**config.mk**
```make
export PLATFORM = sky130hd
export DESIGN_NAME = div_seq_ctrl
export DESIGN_NICKNAME = d
export VERILOG_FILES = /design/src/rtl/div_seq_ctrl.sv
export SDC_FILE = /design/constraint.sdc
export NUM_CORES = 1
export LEC_CHECK = 0
export CAP_MARGIN = 10
export CORE_ASPECT_RATIO = 0.75
export CORE_MARGIN = 2
export CORE_UTILIZATION = 59
export CTS_CLUSTER_SIZE = 30
export DETAILED_ROUTE_END_ITERATION = 16
export GPL_ROUTABILITY_DRIVEN = 0
export HOLD_SLACK_MARGIN = 0.02
export PLACE_DENSITY_LB_ADDON = 0.05
export SLEW_MARGIN = 20
export SYNTH_ARGS = -nofsm -noshare
export SYNTH_HDL_FRONTEND = slang
export SYNTH_SLANG_ARGS = --single-unit
```
**constraint.sdc**
```tcl
create_clock -name clk -period 5 [get_ports clk]
set_input_delay 0.75 -clock clk [delete_from_list [all_inputs] [get_ports clk]]
set_output_delay 0.75 -clock clk [all_outputs]
set_load 0.02 [all_outputs]
```
**src/rtl/div_seq_ctrl.sv**
```systemverilog
// div_seq_ctrl: radix-2 restoring DIV/DIVU/REM/REMU sequencer; `DIV_EARLY_OUT_EN skips CALC when |rs1| < |rs2|
module div_seq_ctrl #(
  parameter int XLEN  = 32,
  parameter int CNT_W = 6
) (
  input  logic            clk,
  input  logic            rst_n,
  input  logic            start_i,
  input  logic [1:0]      op_i,
  input  logic [XLEN-1:0] rs1_i,
  input  logic [XLEN-1:0] rs2_i,
  input  logic [4:0]      rd_i,
  input  logic            flush_i,
  output logic            busy_o,
  output logic            stall_o,
  output logic            done_o,
  output logic [XLEN-1:0] result_o,
  output logic [4:0]      rd_o
);
  typedef enum logic [1:0] {IDLE, CALC, FIX, DONE} state_t;
  state_t            state;
  logic [XLEN:0]     rem;
  logic [XLEN-1:0]   quo, dvs, a_mag, b_mag, q_fix, r_fix;
  logic [CNT_W-1:0]  cnt;
  logic              neg_q, neg_r, sel_rem, sgn, div_zero, ovf, early, accept;
  logic [4:0]        rd_q;
  logic [XLEN:0]     rem_sh, trial;
  assign sgn      = ~op_i[0];
  assign a_mag    = (sgn & rs1_i[XLEN-1]) ? -rs1_i : rs1_i;
  assign b_mag    = (sgn & rs2_i[XLEN-1]) ? -rs2_i : rs2_i;
  assign div_zero = rs2_i == '0;
  assign ovf      = sgn & (rs1_i == {1'b1, {(XLEN-1){1'b0}}}) & (&rs2_i);
`ifdef DIV_EARLY_OUT_EN
  assign early    = ~div_zero & (a_mag < b_mag);
`else
  assign early    = 1'b0;
`endif
  assign accept   = (state == IDLE) & start_i & ~flush_i;
  assign busy_o   = state != IDLE;
  assign done_o   = state == DONE;
  assign stall_o  = accept | (busy_o & ~done_o);
  assign rem_sh   = {rem[XLEN-1:0], quo[XLEN-1]};
  assign trial    = rem_sh - {1'b0, dvs};
  assign q_fix    = neg_q ? -quo : quo;
  assign r_fix    = (neg_r & (|rem)) ? -rem[XLEN-1:0] : rem[XLEN-1:0];
  always_ff @(posedge clk or negedge rst_n) begin
    if (!rst_n) begin
      state    <= IDLE;
      rem      <= '0;
      quo      <= '0;
      dvs      <= '0;
      cnt      <= '0;
      neg_q    <= 1'b0;
      neg_r    <= 1'b0;
      sel_rem  <= 1'b0;
      rd_q     <= '0;
      rd_o     <= '0;
      result_o <= '0;
    end else if (flush_i) begin
      state <= IDLE;
    end else begin
      case (state)
        IDLE: if (start_i) begin
          rd_q    <= rd_i;
          sel_rem <= op_i[1];
          neg_q   <= sgn & (rs1_i[XLEN-1] ^ rs2_i[XLEN-1]);
          neg_r   <= sgn & rs1_i[XLEN-1];
          rem     <= '0;
          quo     <= a_mag;
          dvs     <= b_mag;
          cnt     <= CNT_W'(XLEN-1);
          // special cases and early-out finish here with a registered result
          if (div_zero | ovf | early) begin
            state    <= DONE;
            rd_o     <= rd_i;
            result_o <= op_i[1] ? (ovf ? '0 : rs1_i) : (div_zero ? '1 : (ovf ? rs1_i : '0));
          end else begin
            state <= CALC;
          end
        end
        CALC: begin
          rem <= trial[XLEN] ? rem_sh : trial;
          quo <= {quo[XLEN-2:0], ~trial[XLEN]};
          if (cnt == '0) state <= FIX;
          else cnt <= cnt - 1'b1;
        end
        FIX: begin
          result_o <= sel_rem ? r_fix : q_fix;
          rd_o     <= rd_q;
          state    <= DONE;
        end
        default: state <= IDLE;
      endcase
    end
  end
endmodule

```
# Word level (Yosys, flattened, before mapping)
# Index checks and enable logic that the tools add are counted.
[op_classes]
addsub = 6
n_eq_ne = 9
mux = 28
n_bitwise = 16
reduce_logical = 13
[ops]
columns = ["cell", "n"]
rows = [
  ["32-bit 2-to-1 mux", 12],
  ["32-bit negation", 4],
  ["32-bit one-hot mux with 2 select lines", 2],
  ["33-bit 2-to-1 mux", 2],
  ["33-bit one-hot mux with 2 select lines", 1],
  ["33-bit OR reduction", 1],
  ["33-bit by 32-bit subtractor with 33-bit output", 1],
  ["32-bit == test (second input constant)", 1],
  ["32-bit logical NOT", 1],
  ["32-bit AND reduction", 1],
  ["6-bit 2-to-1 mux", 2],
  ["6-bit one-hot mux with 2 select lines", 1],
  ["5-bit 2-to-1 mux", 2],
  ["5-bit one-hot mux with 2 select lines", 1],
  ["1-bit bitwise AND", 9],
  ["2-bit 2-to-1 mux", 4],
  ["4-bit AND reduction", 2],
  ["6-bit logical NOT", 1],
  ["3-bit inequality test (second input constant)", 2],
  ["2-bit one-hot mux with 3 select lines", 1],
  ["3-bit AND reduction", 2],
  ["2-bit nonzero test", 3],
  ["6-bit by 1-bit subtractor with 6-bit output (second input constant)", 1],
  ["2-bit == test (second input constant)", 2],
  ["8 further kinds", 13],
]
[totals]
ff_bits = 150
inputBits = 75
output_inout_bits = 40

# Depth between registers and ports, before layout
[depth]
word_depth = 9
depth_mapped = 18

# Worst setup path before layout
# OpenSTA, ideal clock, no wires.
[synth_timing]
path_type = "register -> register"
from = "register quo[31]"
to = "register rem[5]"
setup_time_ns = 0.136
arrival_ns = 3.672
required_time_ns = 4.864
setup_slack_ns = 1.193
stages_incl_launch_ff = 18
n_path_buf = 2
period_less_slack_ns = 3.807
path_cell_list = "dfrtp_1 -> inv_1 -> ha_1 -> fa_1 -> nand2b_1 -> a21oi_1 -> a2111oi_0 -> o21ai_0 -> nand3_1 -> a21oi_1 -> o211a_1 -> o211ai_1 -> nand2_1 -> ha_1 -> clkbuf_1 -> buf_1 -> mux2i_1 -> o21ai_0"
[synth_via]
elab_chain_len = 3
[synth_lines]
columns = ["element", "line", "source"]
rows = [
  ["start, declared", "23", "logic [XLEN-1:0] quo, dvs, a_mag, b_mag, q_fix, r_fix;"],
  ["start signal, assigned", "69", "quo <= a_mag;"],
  ["start signal, assigned", "83", "quo <= {quo[XLEN-2:0], ~trial[XLEN]};"],
  ["33-bit by 32-bit subtractor with 33-bit output", "43", "assign trial = rem_sh - {1'b0, dvs};"],
  ["33-bit 2-to-1 mux", "82", "rem <= trial[XLEN] ? rem_sh : trial;"],
  ["33-bit one-hot mux with 2 select lines", "62", "case (state)"],
  ["end signal, assigned", "82", ""],
  ["end, declared", "22", "logic [XLEN:0] rem;"],
]
# No other way between the ends.
# A chain may end at the register's enable or synchronous reset.

# Final worst setup path
[layout_timing]
from = "register quo[31]"
to = "register rem[6]"
# The elaborated chain is that of the path after synthesis.

==> flow_summary.json <==
{
  "reg2reg_slack_ns": 0.62,
  "grt_max_degree": 107,
  "final_nets": 1596,
  "netlist_area_um2": 11300,
  "slew_headroom": 0.336,
  "io_pins": 115,
  "layout-drive-gt1-share": 0.0638,
  "setup_tns_ns": 0,
  "clk_path_buf_depth": 2,
  "numPortBuffers": 114,
  "synth.area.top_cells": "dfrtp_1 33%, o21ai_0 7.9%, a21oi_1 6.0%",
  "drc": 0,
  "p_leak_nw": 5.61,
  "ys_ff_latch": 150,
  "grt.busiest_layer": "met2",
  "syn-num-nets": 1521,
  "min_path_type": "input pin to async pin",
  "cts-root-buf": "clkbuf_16",
  "wl_per_cell_um": 18.4,
  "cts_made_buffers": 17,
  "power_density_nw_per_um2": 693,
  "synthTopCellsByCount": "178 x o21ai_0, 176 x nand2_1, 150 x dfrtp_1",
  "cap_viol_max_count": 0,
  "dp_hpwl_um": 23100,
  "cp.arrival_ns": 4.66,
  "drt-total-wl_um": 32000,
  "total_power_mw": 9.14,
  "vias_per_cell": 6.14,
  "num_vias": 10700,
  "cts_hold_buf": 0,
  "die_y_um": 124,
  "rr_worst_depth": 17,
  "timing.rr.end": "rem[6]",
  "grtUsageMet1": 0.483,
  "peakVddDrop_mv": 0.622,
  "antenna_left": 0,
  "die_area_um2": 20400,
  "cp_max_fo": 26,
  "area.growth.synth_to_final_pct": 16.4,
  "rsz0062_at_grt": "false",
  "rows": 43,
  "ys_seq_area_frac": 0.331,
  "postCtsSetupRepairBufs": 0,
  "crit_end": "rem[6]",
  "drt_iter0_drc": 1216,
  "end_kind": "register",
  "core_area_um2": 18700,
  "synth_top_area_frac": 0.331,
  "grt.met2_usage": 0.487,
  "grt_antenna_before_repair": 0,
  "firstDrtPassIters": 5,
  "synth.distinct_cells": 71,
  "finalHoldViolCount": 0,
  "track_usage": 0.321,
  "grt_pass1_wl_um": 51400,
  "synth-async-reset-ratio": 1.00,
  "maxSlewViolCount": 0,
  "initial_core_util": 0.607,
  "cts_max_level": 4,
  "setup.worst_path.start_class": "register",
  "critPathLaunch": "quo[31]",
  "fmax_mhz": 228,
  "setup_viol_count_final": 0,
  "use_met3": 0.0609,
  "layout_min_cycle_time_ns": 4.38,
  "synth_area_per_cell_um2": 8.09,
  "reg2reg_from": "quo[31]",
  "overflow": 0,
  "cts_tree": "yes",
  "ys_warn_count": 0,
  "synth_ff_type": "dfrtp_1",
  "clk_latency_ns": 0.44,
  "grt_pass1_vias": 9796,
  "fin_skew_ns": 0.0134,
  "critical_path_required_ns": 5.28,
  "die_w_um": 164,
  "clock-sinks": 150,
  "synth-edff-count": 0,
  "clk_pin_slew_ns": 0.07,
  "path_class": "register to register",
  "cts_resized": 0,
  "postSynthCellCount": 1401,
  "synth.most_common_cell": "o21ai_0",
  "post-route-period-util": 0.876,
  "worstMarginPinSlew_ns": 0.993,
  "yosys.area.top_type": "dfrtp_1",
  "diodes": 0,
  "outcome": "completed"
}
-- routing by layer --
metal / wire (µm) / up-vias
met1: 15100 / 5070
li1: - / 5150
met4: 303 / 0
met5: 0 / -
met2: 14000 / 410
met3: 2540 / 28
-- flip-flops by register name, summed over array words and instances (netlist names), 2 cells and up --
register	cells
cnt	6
dvs	32
quo	32
rd_o	5
rd_q	5
rem	33
result_o	32
state	2
-- critical path, stage by stage, from the launching register on --
cell       delay (ns)
dfrtp_1          0.41
inv_1            0.15
ha_1             0.26
fa_1             0.41
nand2b_1         0.19
a21oi_1          0.25
a2111oi_0        0.14
buf_4            0.16
o21ai_0          0.44
nand3_1          0.24
a21oi_1          0.27
o211a_1          0.24
o211ai_1         0.11
nand2_1          0.07
ha_1             0.14
buf_4            0.36
mux2i_1          0.26
o21ai_0          0.10
-- metrics by stage --
stage	hold WS (ns)	instances	utilization	setup WS [ns]	instance area [µm²]
6_report	0.418	1736	0.707	0.619	13200
5_1_grt	0.507	1736	0.707	0.378	13200
4_1_cts	0.485	1736	0.707	0.749	13200
3_5_place_dp	0.470	1704	0.676	0.584	12600
3_3_place_gp	0.464	1704	0.676	0.721	12600
2_1_floorplan	0.450	1401	-	1.19	11300
-- cell families after synthesis --
kind of cell    after synthesis  share of synthesized area
compound gates              462                      0.243
simple gates                435                      0.188
flops                       150                      0.331
xor+xnor                    143                      0.110
buf+inv                     131                     0.0460
fa+ha+maj                    45                     0.0503
mux                          35                     0.0317
-- cell type report --
cell class                 instances  area [µm²]
multi-input combinational       1120        7080
fill                            1557        5470
sequential                       150        3750
timing repair buffer             132        1280
clock buffer                      19         443
tap                              247         309
inverter                          55         206
clock inverter                    13         124
-- worst min path at each step --
stage | from | end | slack [ns] | depth (start not counted)
final | rst_n | rd_q[3] | 0.42 | 1
after global routing | rst_n | rd_q[3] | 0.51 | 1
after detailed placement | rd_o[4] | rd_o[4] | 0.47 | 2
after global placement | dvs[28] | dvs[28] | 0.46 | 2
after floorplan | rst_n | cnt[0] | 0.45 | 0
after CTS | rd_o[4] | rd_o[4] | 0.48 | 2
-- power breakdown --
group | total, mW | internal (mW) | leakage [nW] | switching, mW
Combinational | 5.52 | 2.21 | 3.40 | 3.32
Clock | 1.27 | 0.704 | 0.270 | 0.562
Sequential | 2.35 | 1.73 | 1.93 | 0.627
-- layout by cell type, fill, tap and decap left out, drive strengths merged, types with 8 or more instances in the layout --
master / n
a21oi: 135
nand4: 14
or4: 18
nand3: 17
nand2: 176
xnor2: 77
clkbuf: 20
a31oi: 12
a211oi: 15
or3: 15
dfrtp: 150
buf: 18
xor2: 66
clkdlybuf4s50: 113
o41ai: 13
ha: 44
nand2b: 15
and3: 8
and2: 9
mux2i: 28
o31ai: 35
a21o: 22
o21ai: 186
nor2: 94
inv: 58
nor3: 24
nor4: 12
No activity file was read; power rests on OpenSTA's default activity.
